--- src/rtl/id_stage.sv ---
// Decode / operand-fetch stage feeding ex: decodes the instruction class, reads a bypassed
// 16-entry register file, stalls one cycle on a RAW hazard and registers the bundle for ex.
module id_stage #(
    parameter int DATA_W = 32,
    parameter int ADDR_W = 4,
    parameter int PC_W   = 16
) (
    input  logic              clk,
    input  logic              rst,
    input  logic              inst_v_i,
    input  logic [31:0]       inst_i,
    input  logic [PC_W-1:0]   pc_i,
    output logic              ready_o,
    input  logic              stall_i,
    input  logic              branch_taken_i,
    input  logic              wb_en_i,
    input  logic [ADDR_W-1:0] wb_addr_i,
    input  logic [DATA_W-1:0] wb_data_i,
    output logic              v_o,
    output logic [DATA_W-1:0] rd_value_o,
    output logic [DATA_W-1:0] rs_value_o,
    output logic [DATA_W-1:0] imm_value_o,
    output logic [ADDR_W-1:0] rd_addr_o,
    output logic [PC_W-1:0]   pc_value_o,
    output logic [6:0]        opcode_o,
    output logic              ctrl_inte_o,
    output logic              ctrl_logic_o,
    output logic              ctrl_shift_o,
    output logic              ctrl_ld_o,
    output logic              ctrl_st_o,
    output logic              ctrl_br_o,
    output logic              immf_o,
    output logic              rsv_o
);

    // Handshake: an instruction is taken from fetch on a rising edge where inst_v_i && ready_o;
    // when branch_taken_i is high that taken instruction is discarded instead of issued.

    logic [ADDR_W-1:0] dec_rd;
    logic [ADDR_W-1:0] dec_rs;
    logic              dec_immf;
    logic [DATA_W-1:0] dec_imm;
    logic              d_inte, d_logic, d_shift, d_ld, d_st, d_br, d_rsv;
    logic [DATA_W-1:0] rd_read, rs_read;
    logic              haz;
    logic              clear;

    logic [DATA_W-1:0] regs [2**ADDR_W];

    assign dec_rd   = inst_i[21 +: ADDR_W];
    assign dec_rs   = inst_i[17 +: ADDR_W];
    assign dec_immf = inst_i[16];
    assign dec_imm  = {{(DATA_W-16){inst_i[15]}}, inst_i[15:0]};

    always_comb begin
        d_inte  = 1'b0;
        d_logic = 1'b0;
        d_shift = 1'b0;
        d_ld    = 1'b0;
        d_st    = 1'b0;
        d_br    = 1'b0;
        case (inst_i[31:29])
            3'b000:  d_inte  = 1'b1;
            3'b001:  d_logic = 1'b1;
            3'b010:  d_shift = 1'b1;
            3'b011:  d_ld    = 1'b1;
            3'b100:  d_st    = 1'b1;
            3'b101:  d_br    = 1'b1;
            default: ;
        endcase
        d_rsv = d_inte | d_logic | d_shift | d_ld;
    end

    // Write-through: a read of the address being written this cycle sees the new data.
    assign rd_read = (wb_en_i && wb_addr_i == dec_rd) ? wb_data_i : regs[dec_rd];
    assign rs_read = (wb_en_i && wb_addr_i == dec_rs) ? wb_data_i : regs[dec_rs];

    always_ff @(posedge clk) begin
        if (rst) begin
            for (int i = 0; i < 2**ADDR_W; i++) regs[i] <= '0;
        end else if (wb_en_i) begin
            regs[wb_addr_i] <= wb_data_i;
        end
    end

    // Only a result-producing instruction in ex can conflict; an immediate op ignores rs.
    assign haz = v_o & rsv_o & inst_v_i &
                 ((rd_addr_o == dec_rd) | (!dec_immf & (rd_addr_o == dec_rs)));

    assign ready_o = branch_taken_i | (!stall_i & !haz);

    assign clear = rst | branch_taken_i | (!stall_i & (haz | !inst_v_i));

    always_ff @(posedge clk) begin
        if (clear) begin
            v_o          <= 1'b0;
            rd_value_o   <= '0;
            rs_value_o   <= '0;
            imm_value_o  <= '0;
            rd_addr_o    <= '0;
            pc_value_o   <= '0;
            opcode_o     <= '0;
            ctrl_inte_o  <= 1'b0;
            ctrl_logic_o <= 1'b0;
            ctrl_shift_o <= 1'b0;
            ctrl_ld_o    <= 1'b0;
            ctrl_st_o    <= 1'b0;
            ctrl_br_o    <= 1'b0;
            immf_o       <= 1'b0;
            rsv_o        <= 1'b0;
        end else if (!stall_i) begin
            v_o          <= 1'b1;
            rd_value_o   <= rd_read;
            rs_value_o   <= rs_read;
            imm_value_o  <= dec_imm;
            rd_addr_o    <= dec_rd;
            pc_value_o   <= pc_i;
            opcode_o     <= inst_i[31:25];
            ctrl_inte_o  <= d_inte;
            ctrl_logic_o <= d_logic;
            ctrl_shift_o <= d_shift;
            ctrl_ld_o    <= d_ld;
            ctrl_st_o    <= d_st;
            ctrl_br_o    <= d_br;
            immf_o       <= dec_immf;
            rsv_o        <= d_rsv;
        end
    end

endmodule

--- config.mk ---
export PLATFORM = sky130hd
export DESIGN_NAME = id_stage
export DESIGN_NICKNAME = d
export VERILOG_FILES = /design/src/rtl/id_stage.sv
export SDC_FILE = /design/constraint.sdc
export NUM_CORES = 1
export LEC_CHECK = 0
export CAP_MARGIN = 20
export CORE_UTILIZATION = 25
export CTS_BUF_LIST = sky130_fd_sc_hd__clkbuf_4 sky130_fd_sc_hd__clkbuf_8
export CTS_CLUSTER_SIZE = 28
export DETAILED_ROUTE_END_ITERATION = 6
export GPL_ROUTABILITY_DRIVEN = 0
export PLACE_DENSITY = 0.4
export REMOVE_ABC_BUFFERS = 1
export SETUP_SLACK_MARGIN = 0.15
export SYNTH_ARGS = -nofsm -noshare
export SYNTH_HDL_FRONTEND = slang
export SYNTH_SLANG_ARGS = --single-unit
--- constraint.sdc ---
create_clock -name clk -period 1.9 [get_ports clk]
set_input_delay 0.285 -clock clk [delete_from_list [all_inputs] [get_ports clk]]
set_output_delay 0.285 -clock clk [all_outputs]
set_load 0.01 [all_outputs]
==> reports/qor.txt <==
Die width: 354 µm
DIE HEIGHT: 354 µm
CTS H-tree lvls: 3
FF+latch count, synth: 628
Pre-CTS worst setup slack: -0.603 ns
Largest stage delay on the critical path: 0.36 ns
Final period util: 122%
Total power: 34.5 mW
R2R setup slack: -0.22 ns
Initial Util: 25.3%
R2R depth: 11
Vias post-DR: 21000
Clk slew on worst S/H paths: 0.07 ns
Final Skew: 0.0437 ns
Leak: 14.8 nW
Largest net degree at the start of global routing: 69
Clock Sinks: 628
Initial DRC count: 1414
Clk_lat worst skew: 0.78 ns
Seq/Total Area, Yosys: 57.0%
Final HPWL DP: 75000 µm
Max_cap viols: 0
Failing checks: negative setup slack
Total gr overflow: 0
Slowest cell on the critical path: dfxtp_4
Power Density: 840 nW/µm²
Met1 WL: 49400 µm
First-pass GRT wire length: 166000 µm
Fin Hold WS: 0.108 ns
IO Pins: 223
Critical path depth in cells: 6
Die area: 126000 µm²
Final core occ: 33.5%
Slew headroom: 46.7%
WHS Path Cells: 2
DR WL/cell: 27.0 µm
Routed Wire Length: 116000 µm
Yosys warnings: 0
Slew Viols, Final: 0
Setup repair after global routing missed its margin: true
ANT nets after route: 0
Number of global-route vias before repair: 22500
Fin. Hold Viols: 0
Deepest clock path buffer count: 3
GRT Util Overall: 18.4%
Router iterations before antenna repair: 7
Final #Nets: 2664
Syn avg cell area: 14.3 µm²
Fmax: 430 MHz
Crit-path cells: xnor2_2, nand3_1, o31a_1, o21ai_1, nand2b_1, buf_2
Ys flop type: edfxtp_1
DRC: 0
Worst hold path type: input port to flip-flop
Root buffer cell: clkbuf_8
CP bufs+invs: 1
Vias/cell: 4.88
Synthesized area: 31100 µm²
Setup violations, final: 108
Max layer used: met4
Min Clock Period, post-route: 2.32 ns
Arrival @ worst endpoint: 2.04 ns
Netlist cell types: 39
TritonCTS Buffers: 116
Final WS setup: -0.425 ns
IO Port Bufs: 222
Ys async rst share: 0%
Core Area: 123000 µm²
Syn Inst Count: 2165
WL met3: 5910 µm
Num rows: 128
Layout cell share with drive strength beyond 1: 36.1%
Crit path max fanout: 4
Worst Setup End Kind: primary output
CP Launch Type: flip-flop
Max VDD drop: 0.533 mV
WS Path Type: flip-flop to primary output
Layout area overhead: 32.2%
Worst-Margin Slew: 0.791 ns
Met2 wire len: 57200 µm
CP Data Required Time: 1.62 ns
Antenna violations before repair: 4
CTS tree: done
Number of flops mapped to enable cells by yosys: 512
Outcome: finished with violations
Dominant delay contributor by cell family on the critical path: compound AO/OA/AOI/OAI gates
==> cell type report <==
type / count / area (µm²)
clock inverters: 42 / 355
repair buffers: 517 / 5900
diodes: 6 / 15.0
well taps: 1625 / 2030
flip-flops and latches: 628 / 17700
multi-input cells: 1309 / 12900
clock buffers: 174 / 2110
inverters: 2 / 7.51
fillers: 11900 / 81500
==> flip-flops by register name, summed over array words and instances (netlist names) <==
signal and flops:
ctrl_br_o 1, ctrl_inte_o 1, ctrl_ld_o 1, ctrl_logic_o 1
ctrl_shift_o 1, ctrl_st_o 1, imm_value_o 16, immf_o 1
opcode_o 7, pc_value_o 16, rd_addr_o 4, rd_value_o 32
regs 512, rs_value_o 32, rsv_o 1, v_o 1
==> worst paths after layout <==
check / start / end
setup / recovery: rd_addr_o[2] / ready_o
hold / removal: inst_i[27] / opcode_o[2]
setup reg to reg: rd_addr_o[2] / rs_value_o[30]
hold reg to reg: ctrl_shift_o / ctrl_shift_o
==> cell families after synthesis <==
family	share of synthesized area, %
DFF	57.0
muxes	18.6
xor gates and xnor gates	0.451
AOI/OAI and AO/OA	6.07
buffers and inverters	3.68
and+or+nand+nor	14.2
==> stage by stage <==
stage	TNS, ns	std cells	cell area, µm²
CTS	-12.87	4293	40900
global placement	-387.11	4036	37300
global route	-22.35	4299	41000
detailed placement	-374.41	4036	37300
floorplan	-475.32	1939	29900
finish	-11.95	4303	41100
==> cells in the mapped netlist (all sizes together) (2+ instances only) <==
library cell    n  area (µm²)
a21o            2        15.0
a21oi           2        10.0
a22o           41         359
a22oi         128         961
a32o            4        40.0
and2          514        3220
buf            94         639
clkbuf        132         497
dfxtp         116        2320
edfxtp        512       15400
mux4          256        5770
nand2          74         278
nand2b          4        25.0
nand3           8        40.0
nand3b          2        15.0
nor2           84         318
nor2b           7        43.8
nor3           68         345
nor4            2        25.0
o21ai           9        45.0
o22ai          64         400
o31ai           2        25.0
or2            16         100
xnor2           7        61.3
xor2            9        78.8
==> what timing repair did <==
action / in CTS / in global routing
hold endpoints to repair: 1 / 0
buffers inserted: 25 / 3
pin swaps: 60 / 17
gates resized for setup: 469 / 49
hold buffers: 1 / 0
gates cloned: 15 / 1
endpoints found under the setup margin: 248 / 150
==> report_power, final <==
group / switching, mW / internal (mW) / total [mW]
sequential: 0.404 / 15.6 / 16.0
combinational: 2.32 / 2.22 / 4.54
clock: 6.18 / 7.77 / 14.0
==> placed cells by master, fill, tap and decap left out, types with 8 or more instances in the layout <==
cell type	instances
clkdlybuf4s15_2	24
buf_6	41
clkbuf_4	46
dfxtp_2	18
dlygate4sd2_1	38
clkdlybuf4s15_1	33
clkinv_2	15
nor3_2	49
o22ai_1	64
nor2_1	68
clkdlybuf4s50_1	85
and2_1	512
or2_2	16
nor3_4	19
a22oi_1	128
buf_12	89
xor2_1	9
mux4_2	256
nand3_1	8
buf_4	168
buf_16	16
nand2_1	72
nor2_4	15
edfxtp_1	512
clkbuf_8	128
a22o_1	41
clkinv_1	14
dfxtp_1	95
buf_2	11
==> metal layers <==
| metal | vias to the layer above | global-route usage, % |
|---|---|---|
| li1 | 9126 | - |
| met2 | 685 | 31.7 |
| met5 | - | 0 |
| met1 | 11000 | 23.4 |
| met3 | 222 | 2.97 |
| met4 | 0 | 5.78 |
==> worst register-to-register path, cell delays in order, from the launching register on <==
cell and delay (ns):
dfxtp_4 0.36, xnor2_2 0.14, nand3_1 0.11, o31a_1 0.28
buf_4 0.14, buf_6 0.11, o31ai_4 0.20, buf_12 0.18
buf_12 0.15, buf_12 0.12, buf_16 0.15, nor3_2 0.06
Power figures use the tool's default switching activity.
